[src/rtl/det_window_counter.sv]
// rtl/det_window_counter.sv - windowed detection-event counter with valid/ready result port (edge mode: DET_WINDOW_EDGE_EN)
module det_window_counter #(
    parameter int WINDOW = 16,
    parameter int CNT_W  = 8
) (
    input  logic             clk,
    input  logic             rst,
    input  logic             det,
    input  logic             en,
    output logic [CNT_W-1:0] count,
    output logic             count_valid,
    input  logic             count_ready,
    output logic             sat,
    output logic             dropped
);

    localparam int TW = (WINDOW > 1) ? $clog2(WINDOW) : 1;
    localparam logic [TW-1:0]    LAST    = TW'(WINDOW - 1);
    localparam logic [CNT_W-1:0] ACC_MAX = {CNT_W{1'b1}};

    typedef enum logic {
        IDLE  = 1'b0,
        COUNT = 1'b1
    } state_t;

    state_t           state_q, state_d;
    logic [TW-1:0]    timer_q, timer_d;
    logic [CNT_W-1:0] acc_q, acc_d;
    logic             acc_sat_q, acc_sat_d;
    logic [CNT_W-1:0] count_q, count_d;
    logic             valid_q, valid_d;
    logic             sat_q, sat_d;
    logic             dropped_q, dropped_d;

    logic             event_w;
    logic [CNT_W-1:0] fin_acc;
    logic             fin_sat;
    logic             close_w;
    logic             handshake_w;

`ifdef DET_WINDOW_EDGE_EN
    logic det_q;

    // Previous det level, tracked in every state so a level held across en rising is not an edge
    always_ff @(posedge clk) begin
        if (rst) begin
            det_q <= 1'b0;
        end else begin
            det_q <= det;
        end
    end

    assign event_w = det & ~det_q;
`else
    assign event_w = det;
`endif

    // Saturating accumulator value including this cycle's event
    always_comb begin
        fin_acc = acc_q;
        fin_sat = acc_sat_q;
        if (event_w) begin
            if (acc_q == ACC_MAX) begin
                fin_sat = 1'b1;
            end else begin
                fin_acc = acc_q + 1'b1;
            end
        end
    end

    assign handshake_w = valid_q & count_ready;

    // Next-state: window FSM, timer/accumulator and result register with drop tracking
    always_comb begin
        state_d   = state_q;
        timer_d   = timer_q;
        acc_d     = acc_q;
        acc_sat_d = acc_sat_q;
        count_d   = count_q;
        valid_d   = valid_q;
        sat_d     = sat_q;
        dropped_d = dropped_q;
        close_w   = 1'b0;

        case (state_q)
            IDLE: begin
                timer_d   = '0;
                acc_d     = '0;
                acc_sat_d = 1'b0;
                if (en) begin
                    state_d = COUNT;
                end
            end
            COUNT: begin
                if (!en) begin
                    // Partial window is abandoned, nothing is reported for it
                    state_d   = IDLE;
                    timer_d   = '0;
                    acc_d     = '0;
                    acc_sat_d = 1'b0;
                end else if (timer_q == LAST) begin
                    close_w   = 1'b1;
                    timer_d   = '0;
                    acc_d     = '0;
                    acc_sat_d = 1'b0;
                end else begin
                    timer_d   = timer_q + 1'b1;
                    acc_d     = fin_acc;
                    acc_sat_d = fin_sat;
                end
            end
            default: begin
                state_d = IDLE;
            end
        endcase

        if (handshake_w) begin
            valid_d = 1'b0;
        end

        if (close_w) begin
            // A result consumed on this edge frees the register for the new one
            if (!valid_q || handshake_w) begin
                count_d = fin_acc;
                sat_d   = fin_sat;
                valid_d = 1'b1;
            end else begin
                dropped_d = 1'b1;
            end
        end
    end

    // State and result registers
    always_ff @(posedge clk) begin
        if (rst) begin
            state_q   <= IDLE;
            timer_q   <= '0;
            acc_q     <= '0;
            acc_sat_q <= 1'b0;
            count_q   <= '0;
            valid_q   <= 1'b0;
            sat_q     <= 1'b0;
            dropped_q <= 1'b0;
        end else begin
            state_q   <= state_d;
            timer_q   <= timer_d;
            acc_q     <= acc_d;
            acc_sat_q <= acc_sat_d;
            count_q   <= count_d;
            valid_q   <= valid_d;
            sat_q     <= sat_d;
            dropped_q <= dropped_d;
        end
    end

    assign count       = count_q;
    assign count_valid = valid_q;
    assign sat         = sat_q;
    assign dropped     = dropped_q;

endmodule
[config.mk]
export PLATFORM = sky130hd
export DESIGN_NAME = det_window_counter
export DESIGN_NICKNAME = d
export VERILOG_FILES = /design/src/rtl/det_window_counter.sv
export SDC_FILE = /design/constraint.sdc
export NUM_CORES = 1
export LEC_CHECK = 0
export BUFFER_PORTS_ARGS = -buffer_cell sky130_fd_sc_hd__clkbuf_2
export CORE_MARGIN = 2
export CORE_UTILIZATION = 53
export DETAILED_ROUTE_END_ITERATION = 12
export PLACE_DENSITY = 0.78
export SLEW_MARGIN = 20
export SYNTH_ARGS = -nofsm -noshare
export SYNTH_HDL_FRONTEND = slang
export SYNTH_SLANG_ARGS = --single-unit
export TNS_END_PERCENT = 50
[constraint.sdc]
create_clock -name clk -period 2 [get_ports clk]
set_clock_uncertainty 0.15 [all_clocks]
set_input_delay 0.1 -clock clk [delete_from_list [all_inputs] [get_ports clk]]
set_output_delay 0.1 -clock clk [all_outputs]
set_load 0.01 [all_outputs]
* Word-level counts from Yosys, hierarchy flattened *
Index checks and enable logic that the tools add are counted.

word-level totals
  input port bits = 5
  register bits after elaboration = 25

cells by class
  multiplexer cells = 20
  add/sub/neg operators = 2
  reduce and logical (&&, ||, !) cells = 4
  bitwise operators = 3
  eq/ne operators = 2

operators by type and width
  cell                   count
  $mux W8                4
  $pmux W8 S2            1
  $mux W1                11
  $add A8 B1 Y8 const B  1
  $eq A8 B8 Y1 const B   1
  $mux W4                2
  $pmux W4 S2            1
  $add A4 B1 Y4 const B  1
  $eq A4 B4 Y1 const B   1
  $reduce_and A2 Y1      2
  $not A1 Y1             2
  $pmux W1 S2            1
  $and A1 B1 Y1          1
  $logic_not A1 Y1       1
  $logic_or A1 B1 Y1     1

* Longest topological paths before layout *
  depth after elaboration = 6
  depth in mapped cells = 6
  gate-level depth less buffers = 5

* Worst setup path before layout *
No wires, ideal clock.

  path kind = register -> register
  from = register timer_q[0]
  to = register count_q[1], in the netlist count[1]
  data required time = 1771 ps
  cell stages (with the launch flop) = 7
  slack = 488 ps
  clock period less this slack = 1512 ps
  arrival = 1282 ps
  cells stage by stage = dfxtp_1 > ha_1 > nand3_2 > nor3_2 > buf_4 > nor2_1 > a211oi_2

between the ends
  longest elaborated chain between the ends = 5

RTL lines
  element                             line  text
  from (decl)                         27    logic [TW-1:0] timer_q, timer_d;
  from (signal assigned)              146   timer_q <= timer_d;
  $eq A4 B4 Y1                        101   end else if (timer_q == LAST) begin
  $mux W1                             101
  $mux W1                             95    if (!en) begin
  $mux W1                             85    case (state_q)
  $reduce_and A2 Y1 (no source line)  n/a
  to (signal assigned)                149   count_q <= count_d;
  to (decl)                           30    logic [CNT_W-1:0] count_q, count_d;

Every way passes these cells.
A chain may end at the register's enable or synchronous reset.

* Worst setup path after layout *
  from = register timer_q[0]
  to = register count_q[0], in the netlist count[0]

Same word-level chain as after synthesis.

==> impl_metrics.sql <==
INSERT INTO impl_metrics (metric_group, metric, value, unit) VALUES
('routing', 'first_pass_iters', '4', ''),
('yosys', 'post_synth_inst_count', '106', ''),
('worst_setup_path', 'path_class', 'reg -> reg', ''),
('power_and_ir_drop', 'p_clk_share', '29.3', '%'),
('worst_setup_path', 'r2r_cells', '6', ''),
('routing', 'm1WireLength', '823', 'um'),
('layout', 'design.final.nets', '136', ''),
('routing', 'topRoutingLayerUsed', 'met4', ''),
('worst_hold_path', 'worstHoldStart', 'det', ''),
('yosys', 'cell_type_with_the_highest_aggregate_area_in_the_netlist', 'dfxtp_1', ''),
('routing', 'detail_route.wl_per_cell', '12.0', 'um'),
('worst_setup_path', 'critical_path.cell_chain', 'ha_1 > nand3_2 > nor3_2 > buf_4 > nor2_1 > a211oi_1', ''),
('power_and_ir_drop', 'combinationalPowerShare', '3.4', '%'),
('power_and_ir_drop', 'power_leakage', '0.488', 'nW'),
('yosys', 'ys_seq_area_share', '49.4', '%'),
('global_route', 'globalRoute.totalOverflow', '0', ''),
('clock_tree', 'cts_inserted_buffers', '3', ''),
('global_route', 'total_track_usage', '19.1', '%'),
('worst_setup_path', 'slowest_delay', '0.38', 'ns'),
('sta', 'finalMaxSlewViolations', '0', ''),
('yosys', 'synth_area_leaders', 'dfxtp_1 49%, nor2_1 7.0%, nand2b_1 4.3%, o22ai_1 3.7%, mux2i_1 3.0%', ''),
('power_and_ir_drop', 'p_seq_share', '67.3', '%'),
('yosys', 'most_common_cell_in_the_synthesized_netlist', 'dfxtp_1', ''),
('layout', 'synthToLayoutAreaGrowth', '17.2', '%'),
('worst_setup_path', 'cpLargestDelayFamily', 'simple AND/OR/NAND/NOR gates', ''),
('yosys', 'mux_contribution_to_synthesized_area', '2.96', '%'),
('floorplanning', 'die_height', '47.7', 'um'),
('floorplanning', 'core', '1760', 'um^2'),
('power_and_ir_drop', 'internal-power', '0.588', 'mW'),
('worst_setup_path', 'critical_path_arrival', '1.69', 'ns'),
('global_route', 'grt_antenna_before_repair', '0', ''),
('floorplanning', 'dieArea', '2280', 'um^2'),
('clock_tree', 'cts_tree', 'built', ''),
('sta', 'setup_violations', '0', ''),
('clock_tree', 'clockBufferDepth', '2', ''),
('worst_setup_path', 'timing.critical_path.from_type', 'register', ''),
('yosys', 'ys_seq_elements', '25', ''),
('sta', 'hold-worst-slack', '0.0376', 'ns'),
('routing', 'dr_wl_met3', '31', 'um'),
('yosys', 'synth.distinct_cells', '30', ''),
('worst_setup_path', 'crit_cells', '6', ''),
('yosys', 'netlist_area', '1010', 'um^2'),
('power_and_ir_drop', 'power.share.switching', '21.1', '%'),
('routing', 'vias', '811', ''),
('yosys', 'synth_adder_area_share', '2.47', '%'),
('sta', 'setup_repair_after_global_routing_missed_its_margin', 'no', ''),
('worst_setup_path', 'required_arrival_time_at_the_worst_endpoint', '2.09', 'ns'),
('status', 'outcome', 'finished clean', ''),
('yosys', 'postSynth.asyncResetShare', '0', '%'),
('floorplanning', 'initial_utilization', '57.4', '%'),
('floorplanning', 'fp.dieW', '47.7', 'um'),
('power_and_ir_drop', 'p_switching', '0.158', 'mW'),
('worst_setup_path', 'critical_path_peak_fanout', '7', ''),
('worst_setup_path', 'reg2reg_setup_slack', '0.40', 'ns'),
('floorplanning', 'core.rowCount', '15', ''),
('worst_setup_path', 'r2r-start', 'timer_q[0]', ''),
('worst_setup_path', 'timing.critical_path.from', 'timer_q[0]', ''),
('clock_tree', 'post_cts_resized', '0', ''),
('yosys', 'share_of_yosys_cell_area_claimed_by_the_top_area_cell_type', '49.4', '%'),
('sta', 'finalCritPeriodShare', '80.2', '%'),
('floorplanning', 'io-pin-count', '16', ''),
('sta', 'finalCriticalPeriod', '1.60', 'ns'),
('layout', 'layout-drive-gt1-share', '21.9', '%'),
('sta', 'headroom_to_the_max_slew_limit', '68.3', '%'),
('layout', 'filler_cell_count', '164', ''),
('clock_tree', 'ctsHtreeMaxLevel', '1', ''),
('worst_setup_path', 'end_kind', 'register', ''),
('routing', 'initialDrtViolationCount', '19', ''),
('yosys', 'synth_common_cells', '25 x dfxtp_1, 19 x nor2_1, 7 x nand2b_1, 6 x o22ai_1', ''),
('yosys', 'synth_xor_area_share', '2.59', '%'),
('worst_hold_path', 'holdPathStages', '4', '');
-- path summary, 6_finish.rpt --
path                endpoint
hold reg to reg   timer_q[0]
hold / removal      acc_q[0]
setup reg to reg    count[0]
setup / recovery    count[0]
-- metal layers --
metal / GRT usage (%) / vias to the layer above
li1: - / 416
met1: 22.0 / 382
met2: 32.8 / 8
met3: 4.53 / 5
met4: 9.73 / 0
met5: 0 / -
-- per-stage QoR --
| step | util (%) | std cells | setup WS, ns | cell area (um^2) |
|---|---|---|---|---|
| 2_1_floorplan | - | 106 | 0.488 | 1010 |
| 3_3_place_gp | 63.5 | 145 | 0.447 | 1120 |
| 3_5_place_dp | 63.5 | 145 | 0.414 | 1120 |
| 4_1_cts | 67.3 | 153 | 0.377 | 1190 |
| 5_1_grt | 67.3 | 153 | 0.285 | 1190 |
| 6_report | 67.3 | 153 | 0.397 | 1190 |
-- state kept, by name, summed over array words and instances (netlist names) --
register,count
timer_q,4
count,8
count_valid,1
sat,1
acc_sat_q,1
state_q,1
acc_q,8
dropped,1
-- layout make-up --
class                           instances  area, um^2  share of cell area (%)
Inverter                                3        11.3                   0.948
Clock inverter                          1        5.00                   0.421
Timing Repair Buffer                   21         130                    11.0
Sequential cell                        25         500                    42.1
Multi-Input combinational cell         75         487                    41.0
Clock buffer                            3        22.5                    1.90
Tap cell                               25        31.3                    2.63
-- what timing repair did --
action                    in CTS  in global routing
hold endpoints to repair       6                  0
hold buffers                   4                  0
buffers inserted               0                  0
-- cells by family (layout without fill, tap and decap cells) --
family | after synthesis | after routing
mux | 3 | 3
simple gates | 46 | 46
compound gates | 21 | 21
buf+inv | 6 | 28
fa+ha+maj | 2 | 2
xor+xnor | 3 | 3
flops | 25 | 25
-- worst register-to-register path: cells and delay by family, from the launching register on --
family                     cells  cell delay (ns)
and+or+nand+nor                3             0.40
AOI/OAI and AO/OA              1             0.19
DFF                            1             0.38
buffers and inverters          1             0.19
adders and majority gates      1             0.21
-- cell usage in the layout (no fill, tap or decap) --
| cell type | synthesis | routed |
|---|---|---|
| dfxtp_1 | 25 | 25 |
| nor2_1 | 19 | 19 |
| clkbuf_2 | 0 | 15 |
| nand2b_1 | 7 | 7 |
| o22ai_1 | 6 | 6 |
| nand2_1 | 5 | 5 |
| nand3_1 | 5 | 5 |
| dlygate4sd3_1 | 0 | 4 |
| inv_1 | 3 | 3 |
| o21ai_0 | 3 | 3 |
| mux2i_1 | 3 | 3 |
| xor2_1 | 3 | 3 |
| clkbuf_4 | 0 | 3 |
| nand3_2 | 2 | 2 |
| nor2b_1 | 2 | 2 |
| and4_1 | 2 | 2 |
| and3_1 | 2 | 2 |
| a211oi_1 | 2 | 2 |
| ha_1 | 2 | 2 |
| buf_4 | 1 | 2 |
| a21oi_1 | 1 | 1 |
| nor3_2 | 1 | 1 |
| nand4_4 | 1 | 1 |
| o2111ai_1 | 1 | 1 |
| a21o_2 | 1 | 1 |
| o211ai_1 | 1 | 1 |
| o21ai_1 | 1 | 1 |
| a21o_1 | 1 | 1 |
| o31ai_1 | 1 | 1 |
| o21ai_4 | 1 | 1 |
| a211oi_2 | 1 | 1 |
| a31oi_1 | 1 | 1 |
| clkinv_2 | 0 | 1 |
-- power by group through the flow --
| stage | Combinational, mW | Clock, mW | Sequential [mW] |
|---|---|---|---|
| after global placement | 0.0188 | 0 | 0.512 |
| after floorplan | 0.0120 | 0 | 0.512 |
| after detailed placement | 0.0194 | 0 | 0.513 |
| after CTS | 0.0255 | 0.223 | 0.502 |
| final | 0.0256 | 0.218 | 0.502 |
| after global routing | 0.0284 | 0.242 | 0.502 |
Note: power is estimated with default switching activity, not from simulation.
